==> src/rtl/uart_tx_if.sv <==
// uart_tx_if: FIFO-side handshake and serial outputs of the UART transmitter.
// The master modport is the FIFO/system side, the slave modport is uart_tx.
interface uart_tx_if #(
   parameter int unsigned DataWidth = 8
);
   logic                 i_fifo_empty;
   logic [DataWidth-1:0] i_fifo_data;
   logic                 o_fifo_rd;
   logic                 o_tx;
   logic                 o_busy;

   modport master (
      output i_fifo_empty,
      output i_fifo_data,
      input  o_fifo_rd,
      input  o_tx,
      input  o_busy
   );

   modport slave (
      input  i_fifo_empty,
      input  i_fifo_data,
      output o_fifo_rd,
      output o_tx,
      output o_busy
   );
endinterface

==> src/rtl/uart_tx.sv <==
// uart_tx: drains an async-read TX FIFO and serialises each word LSB-first as
// start bit, DataWidth data bits, optional even parity, StopBits stop bits.
// Optional parity bit is compiled in when UART_TX_PARITY_EN is defined.
module uart_tx #(
   parameter int unsigned DataWidth  = 8,
   parameter int unsigned ClksPerBit = 868,
   parameter int unsigned StopBits   = 1
) (
   input  logic     i_clk,
   input  logic     i_rst,
   uart_tx_if.slave bus
);

   localparam int unsigned BaudW = (ClksPerBit > 1) ? $clog2(ClksPerBit) : 1;
   localparam int unsigned BitW  = $clog2(DataWidth + 1);

   localparam logic [BaudW-1:0] BaudLast = BaudW'(ClksPerBit - 1);
   localparam logic [BitW-1:0]  DataLast = BitW'(DataWidth - 1);
   localparam logic [BitW-1:0]  StopLast = BitW'(StopBits - 1);

   localparam logic [2:0] StIdle   = 3'd0;
   localparam logic [2:0] StStart  = 3'd1;
   localparam logic [2:0] StData   = 3'd2;
`ifdef UART_TX_PARITY_EN
   localparam logic [2:0] StParity = 3'd3;
`endif
   localparam logic [2:0] StStop   = 3'd4;

   logic [2:0]           state_q, state_d;
   logic [BaudW-1:0]     baud_q, baud_d;
   logic [BitW-1:0]      bit_q, bit_d;
   logic [DataWidth-1:0] shift_q, shift_d;
   logic                 tx_q, tx_d;
   logic                 busy_q, busy_d;
`ifdef UART_TX_PARITY_EN
   logic                 par_q, par_d;
`endif
   logic                 baud_last;
   logic                 last_stop;
   logic                 pop;

   // Next-state, pop strobe and registered-output decode for the frame FSM.
   always_comb begin
      state_d   = state_q;
      bit_d     = bit_q;
      shift_d   = shift_q;
      tx_d      = 1'b1;
      busy_d    = 1'b1;
`ifdef UART_TX_PARITY_EN
      par_d     = par_q;
`endif
      baud_last = (baud_q == BaudLast);
      last_stop = (state_q == StStop) && baud_last && (bit_q == StopLast);
      pop       = ((state_q == StIdle) || last_stop) && !bus.i_fifo_empty && !i_rst;
      baud_d    = ((state_q == StIdle) || baud_last) ? '0 : baud_q + 1'b1;

      case (state_q)
         StIdle: ;
         StStart: begin
            if (baud_last) begin
               state_d = StData;
               bit_d   = '0;
            end
         end
         StData: begin
            if (baud_last) begin
               shift_d = shift_q >> 1;
               if (bit_q == DataLast) begin
                  bit_d = '0;
`ifdef UART_TX_PARITY_EN
                  state_d = StParity;
`else
                  state_d = StStop;
`endif
               end else begin
                  bit_d = bit_q + 1'b1;
               end
            end
         end
`ifdef UART_TX_PARITY_EN
         StParity: begin
            if (baud_last) begin
               state_d = StStop;
               bit_d   = '0;
            end
         end
`endif
         StStop: begin
            if (baud_last) begin
               if (bit_q == StopLast) begin
                  bit_d   = '0;
                  state_d = StIdle;
               end else begin
                  bit_d = bit_q + 1'b1;
               end
            end
         end
         default: state_d = StIdle;
      endcase

      // pop is only possible in IDLE or the final stop cycle, so a single
      // capture here covers both the idle start and the back-to-back start.
      if (pop) begin
         state_d = StStart;
         shift_d = bus.i_fifo_data;
         bit_d   = '0;
`ifdef UART_TX_PARITY_EN
         par_d   = ^bus.i_fifo_data;
`endif
      end

      case (state_d)
         StIdle: begin
            tx_d   = 1'b1;
            busy_d = 1'b0;
         end
         StStart:  tx_d = 1'b0;
         StData:   tx_d = shift_d[0];
`ifdef UART_TX_PARITY_EN
         StParity: tx_d = par_d;
`endif
         default:  tx_d = 1'b1;
      endcase
   end

   // State, counters, shift register and registered line outputs.
   always_ff @(posedge i_clk) begin
      if (i_rst) begin
         state_q <= StIdle;
         baud_q  <= '0;
         bit_q   <= '0;
         shift_q <= '0;
         tx_q    <= 1'b1;
         busy_q  <= 1'b0;
`ifdef UART_TX_PARITY_EN
         par_q   <= 1'b0;
`endif
      end else begin
         state_q <= state_d;
         baud_q  <= baud_d;
         bit_q   <= bit_d;
         shift_q <= shift_d;
         tx_q    <= tx_d;
         busy_q  <= busy_d;
`ifdef UART_TX_PARITY_EN
         par_q   <= par_d;
`endif
      end
   end

   assign bus.o_fifo_rd = pop;
   assign bus.o_tx      = tx_q;
   assign bus.o_busy    = busy_q;

endmodule

==> src/flat_wrapper.sv <==
// flat-port wrapper written by rule: the top's interface ports become plain ports
module uart_tx_flat 
#(
   parameter int unsigned DataWidth  = 8,
   parameter int unsigned ClksPerBit = 868,
   parameter int unsigned StopBits   = 1
)
  (i_clk, i_rst, bus_i_fifo_empty, bus_i_fifo_data, bus_o_fifo_rd, bus_o_tx, bus_o_busy);
  uart_tx_if #(.DataWidth(DataWidth)) bus_i ();
  input  logic i_clk;
  input  logic i_rst;
  input wire logic [$bits(bus_i.i_fifo_empty)-1:0] bus_i_fifo_empty;
  input wire logic [$bits(bus_i.i_fifo_data)-1:0] bus_i_fifo_data;
  output wire logic [$bits(bus_i.o_fifo_rd)-1:0] bus_o_fifo_rd;
  output wire logic [$bits(bus_i.o_tx)-1:0] bus_o_tx;
  output wire logic [$bits(bus_i.o_busy)-1:0] bus_o_busy;
  assign bus_i.i_fifo_empty = bus_i_fifo_empty;
  assign bus_i.i_fifo_data = bus_i_fifo_data;
  assign bus_o_fifo_rd = bus_i.o_fifo_rd;
  assign bus_o_tx = bus_i.o_tx;
  assign bus_o_busy = bus_i.o_busy;
  uart_tx #(.DataWidth(DataWidth), .ClksPerBit(ClksPerBit), .StopBits(StopBits)) u_core (.i_clk(i_clk), .i_rst(i_rst), .bus(bus_i));
endmodule
==> config.mk <==
export PLATFORM = sky130hd
export DESIGN_NAME = uart_tx_flat
export DESIGN_NICKNAME = d
export VERILOG_FILES = /design/src/rtl/uart_tx_if.sv /design/src/rtl/uart_tx.sv /design/src/flat_wrapper.sv
export SDC_FILE = /design/constraint.sdc
export NUM_CORES = 1
export LEC_CHECK = 0
export ABC_AREA = 1
export CORE_ASPECT_RATIO = 0.9
export CORE_UTILIZATION = 26
export CTS_CLUSTER_DIAMETER = 60
export DETAILED_ROUTE_END_ITERATION = 10
export GPL_TIMING_DRIVEN = 0
export MAX_ROUTING_LAYER = met4
export PLACE_DENSITY = 0.48
export SETUP_SLACK_MARGIN = 0.2
export SLEW_MARGIN = 20
export SYNTH_ARGS = -nofsm -noshare
export SYNTH_HDL_FRONTEND = slang
export SYNTH_SLANG_ARGS = --single-unit
export TNS_END_PERCENT = 5
==> constraint.sdc <==
create_clock -name i_clk -period 1.75 [get_ports i_clk]
set_clock_uncertainty 0.05 [all_clocks]
set_input_delay 0.4375 -clock i_clk [delete_from_list [all_inputs] [get_ports i_clk]]
set_output_delay 0.4375 -clock i_clk [all_outputs]
set_load 0.01 [all_outputs]
* Word-level counts from Yosys, hierarchy flattened *
Cells that the tools add are included.
W data, S select, Z words.

operators by class
  add/sub/neg operators = 2
  reduce and logical (&&, ||, !) cells = 18
  muxes and demuxes = 18
  equality and inequality tests = 10

operators by type and width
  cell                     number
  $mux W8                  3
  $mux W4                  5
  $mux W3                  6
  $pmux W3 S4              1
  $pmux W4 S3              1
  $add A10 B1 Y10 const B  1
  $eq A10 B10 Y1 const B   1
  $eq A3 B1 Y1 const B     2
  $eq A3 B2 Y1 const B     2
  $logic_not A3 Y1         2
  $ne A2 B1 Y1 const B     3
  $add A4 B1 Y4 const B    1
  $eq A4 B3 Y1 const B     1
  $logic_and A1 B1 Y1      4
  $logic_not A4 Y1         1
  $reduce_and A4 Y1        1
  $reduce_bool A2 Y1       2
  $reduce_or A2 Y1         2
  $eq A3 B3 Y1 const B     1
  $reduce_bool A3 Y1       1
  $logic_not A1 Y1         2
  $logic_or A1 B1 Y1       2
  $pmux W1 S2              1
  $reduce_and A2 Y1        1
  $mux W1                  1

storage, ports and cells
  bits in registers = 27
  output and inout port bits = 3

* Longest topological paths before layout *
Gate-level depths: netlist of run 1.

  word-level depth = 9
  mapped depth = 11
  gate-level depth less buffers = 10

* Worst setup path before layout of run 1 *
Ideal clock, no wire load.

  path type = reg2out
  from = reg u_core.baud_q[0]
  to = out bus_o_fifo_rd
  required time = 1.262 ns
  setup slack = 0.157 ns
  stages on the path, launching flop included = 8
  data arrival time = 1.105 ns
  cells stage by stage = dfxtp_1 -> ha_1 -> nand2_2 -> nor2_8 -> nand3_4 -> nand2_4 -> nand3_4 -> clkinv_1

between the ends
  longest elaborated chain between the ends = 6

ends and longest elaborated chain
  item                               line                RTL
  start: declaration                 uart_tx.sv:30       logic [BaudW-1:0] baud_q, baud_d;
  start signal: assignment           uart_tx.sv:140      baud_q <= baud_d;
  $eq A10 B10 Y1                     uart_tx.sv:52       baud_last = (baud_q == BaudLast);
  $logic_and A1 B1 Y1 (2 in series)  uart_tx.sv:53       last_stop = (state_q == StStop) && baud_last && (bit_q == StopLast);
  $logic_or A1 B1 Y1                 uart_tx.sv:54       pop = ((state_q == StIdle) || last_stop) && !bus.i_fifo_empty && !i_rst;
  $logic_and A1 B1 Y1 (2 in series)  uart_tx.sv:54
  end: declaration                   flat_wrapper.sv:14  output wire logic [$bits(bus_i.o_fifo_rd)-1:0] bus_o_fifo_rd;

Every way passes these cells.

* Final worst setup path of run 1 *
  from = reg u_core.bit_q[0]
  to = out bus_o_fifo_rd

between the ends
  longest elaborated chain between the ends = 5

ends and longest elaborated chain
  item                               line            RTL
  start: declaration                 uart_tx.sv:31   logic [BitW-1:0] bit_q, bit_d;
  start signal: assignment           uart_tx.sv:141  bit_q <= bit_d;
  $logic_not A4 Y1                   uart_tx.sv:53
  $logic_and A1 B1 Y1                uart_tx.sv:53
  $logic_or A1 B1 Y1                 uart_tx.sv:54
  $logic_and A1 B1 Y1 (2 in series)  uart_tx.sv:54

Every way passes these cells.

==> results of run 1 <==
-- routing by layer --
metal	track usage	part of all wire	up-vias
li1	-	-	662
met1	0.1477	0.50	540
met2	0.1795	0.47	9
met3	0.01887	0.016	2
met4	0.03571	0.010	0
met5	-	0	-
-- where the power goes --
part	internal (mW)	switching (mW)
clock	0.160	0.201
sequential	0.634	0.00973
combinational	0.0699	0.0699
-- Yosys cell counts (3+ instances only) --
cell      count
a21oi_1       8
inv_1        19
nand3_4       3
dfxtp_1      27
nand2_2       4
o21ai_0       6
inv_2         6
ha_1          3
nand3_1      11
o21bai_1      4
nand3_2       6
nand2_1      37
nor2_1       30
-- flip-flops by register name (all words and copies together) (netlist names) --
signal / flops
u_core.bus.o_tx: 1
u_core.baud_q: 10
u_core.shift_q: 8
u_core.bus.o_busy: 1
u_core.bit_q: 4
u_core.state_q: 3
-- cell type report --
type | instances | area share
Tap cell | 67 | 0.04422
Sequential cell | 27 | 0.2898
Timing Repair Buffer | 24 | 0.1149
Clock inverter | 1 | 0.002640
Multi-Input combinational cell | 133 | 0.4521
Buffer | 2 | 0.01782
Inverter | 26 | 0.05677
Clock buffer | 3 | 0.02178
-- worst max-delay path: cells and delay by family, from the launching register on --
kind                       cells  cell delay, ns
and+or+nand+nor                5            0.41
DFF                            1            0.34
buffers and inverters          3            0.22
adders and majority gates      1            0.13
-- layout by cell type (no fill, tap or decap), types with 4 or more instances in the layout --
master           Yosys  layout
a21oi_1              8       8
buf_4                0       9
clkbuf_8             1       4
clkdlybuf4s50_1      0       9
dfxtp_1             27      22
dfxtp_2              0       4
inv_1               19      16
inv_2                6       7
nand2_1             37      34
nand2_2              4       5
nand3_1             11       8
nand3_2              6       8
nand3_4              3       4
nor2_1              30      24
nor2_2               2       6
o21ai_1              2       5
o21bai_1             4       4
-- what timing repair did --
item / CTS / global route
buffers inserted: 9 / 2
pin swaps: 9 / 9
endpoints found under the setup margin: 22 / 18
hold endpoints to repair: 0 / 0
resized for setup: 28 / 14
-- metrics by stage --
step	worst slack (ns)	hold WS [ns]	util	area (sq um)
floorplan	0.2276	0.3703	-	1455
global placement	-0.6154	0.3810	0.3157	1669
detailed placement	-0.6076	0.4005	0.3157	1669
CTS	-0.1409	0.4140	0.3482	1841
global route	-0.1845	0.4265	0.3586	1896
finish	-0.1071	0.4058	0.3586	1896
-- path summary, 6_finish.rpt --
kind,startpoint,end,slack [ns],depth (start not counted)
setup / recovery,u_core.bit_q[0]$_SDFFE_PP0P_,bus_o_fifo_rd,-0.11,9
setup reg to reg,u_core.bit_q[0]$_SDFFE_PP0P_,u_core.shift_q[3]$_SDFFE_PP0P_,0.10,13
hold reg to reg,u_core.baud_q[0]$_SDFF_PP0_,u_core.baud_q[0]$_SDFF_PP0_,0.41,1
hold / removal,u_core.baud_q[0]$_SDFF_PP0_,u_core.baud_q[0]$_SDFF_PP0_,0.41,1
-- logic make-up (layout without fill, tap and decap cells) --
group | Yosys count | count (layout) | share of synthesized area
compound gates | 25 | 25 | 0.1067
xor+xnor | 3 | 3 | 0.01838
buf+inv | 28 | 56 | 0.08573
simple gates | 102 | 102 | 0.3850
flops | 27 | 27 | 0.3780
fa+ha+maj | 3 | 3 | 0.02625
==> qor.yml, run 1 <==
cpPeakStageDelay_ns: 0.34
setup_tns_ns: -0.1071
drc: 0
wl_per_cell_um: 10.15
worst_slack_ns: -0.1071
clock.fmax_mhz: 538.5
clk_path_buf_depth: 2
antenna_found_initial: 0
holdBufCountCts: 0
drt_iter0_drc: 41
critPathLaunchType: "flop"
synthFlopType: "dfxtp_1"
synth_edf_count: 0
min_period_ns: 1.857
die_x_um: 80.18
grt_usage: 0.1134
syn-instance-count: 188
register_area_sq_um: 549.3
htree_levels: 1
cts.sinks: 27
drive_gt1_frac: 0.3194
nets: 231
portBuffers: 13
nFillCells: 566
p_leak_nw: 0.7884
viasPerCell: 4.286
start_util: 0.2705
max-vdd-ir-drop_uv: 223.3
drv_cap: 0
syn-cell-area_sq_um: 1430
pin_count: 14
cp-end-kind: "output pin"
place_congestion: 0.7254
worstMarginPinSlew_ns: 0.4670
die_y_um: 72.36
worstSkewPairLatency_ns: 0.27
grt_pass1_wl_um: 5057
multi_input_area_sq_um: 857.1
critPathKind: "reg2out"
path_cells: "inv_2 -> ha_4 -> nand2_4 -> nor2_4 -> nand3_4 -> nand2_4 -> nand3_4 -> clkinv_4 -> buf_6"
grt_max_degree: 16
cts-root-buf: "clkbuf_8"
firstDrtPassIters: 4
violations: "setup timing"
ys_ff_latch: 27
hp-class: "reg2reg"
n_antenna_cell: 0
syn_to_final_growth_pct: 32.55
rsz0062_at_grt: "yes"
postSynthAreaPerCell_sq_um: 7.607
cp_max_fo: 2
yosysTopAreaCellShare: 0.3780
maxSlewHeadroom: 0.6877
clk_pin_slew_worst_paths_ns: 0.09
synthTopCellsByArea: "dfxtp_1 38%, nand2_1 9.7%, nor2_1 7.9%, inv_1 5.0%, nand3_2 4.2%"
ant_nets: 0
placed_cells: 268
die_area_sq_um: 5801
first_global_vias: 1173
power_density_nw_per_um2: 603.6
syn_nets: 202
worstPathRequired_ns: 1.26
synth_cell_type_count: 30
gr-total-overflow: 0
rows: 25
synth_top_cell_by_area: "dfxtp_1"
vias: 1213
ys_seq_area_frac: 0.3780
slowest_stage: "dfxtp_2"
synth_warnings: 0
power_mw: 1.144
cp.arrival_ns: 1.37
wl_um: 2872
stdcell_count: 283
status: "finished with violations"
ys_async_sr_fraction: 0
final_hold_viol_count: 0
cts_tree: "built"
core-area_sq_um: 5286
place_hpwl_um: 2088
slew_violations: 0
fin_crit_sh: 1.061
cts_made_buffers: 3
setup_viol: 1
Note: power is estimated with default switching activity, not from simulation.
==> inputs of run 2 (changes only) <==
--- a/config.mk
+++ b/config.mk
@@ -14,7 +14,7 @@
 export MAX_ROUTING_LAYER = met4
 export PLACE_DENSITY = 0.48
 export SETUP_SLACK_MARGIN = 0.2
-export SLEW_MARGIN = 20
+export SLEW_MARGIN = 25
 export SYNTH_ARGS = -nofsm -noshare
 export SYNTH_HDL_FRONTEND = slang
 export SYNTH_SLANG_ARGS = --single-unit
==> results of run 2 <==
The final DEF is identical to that of run 1; final timing and power are the same.
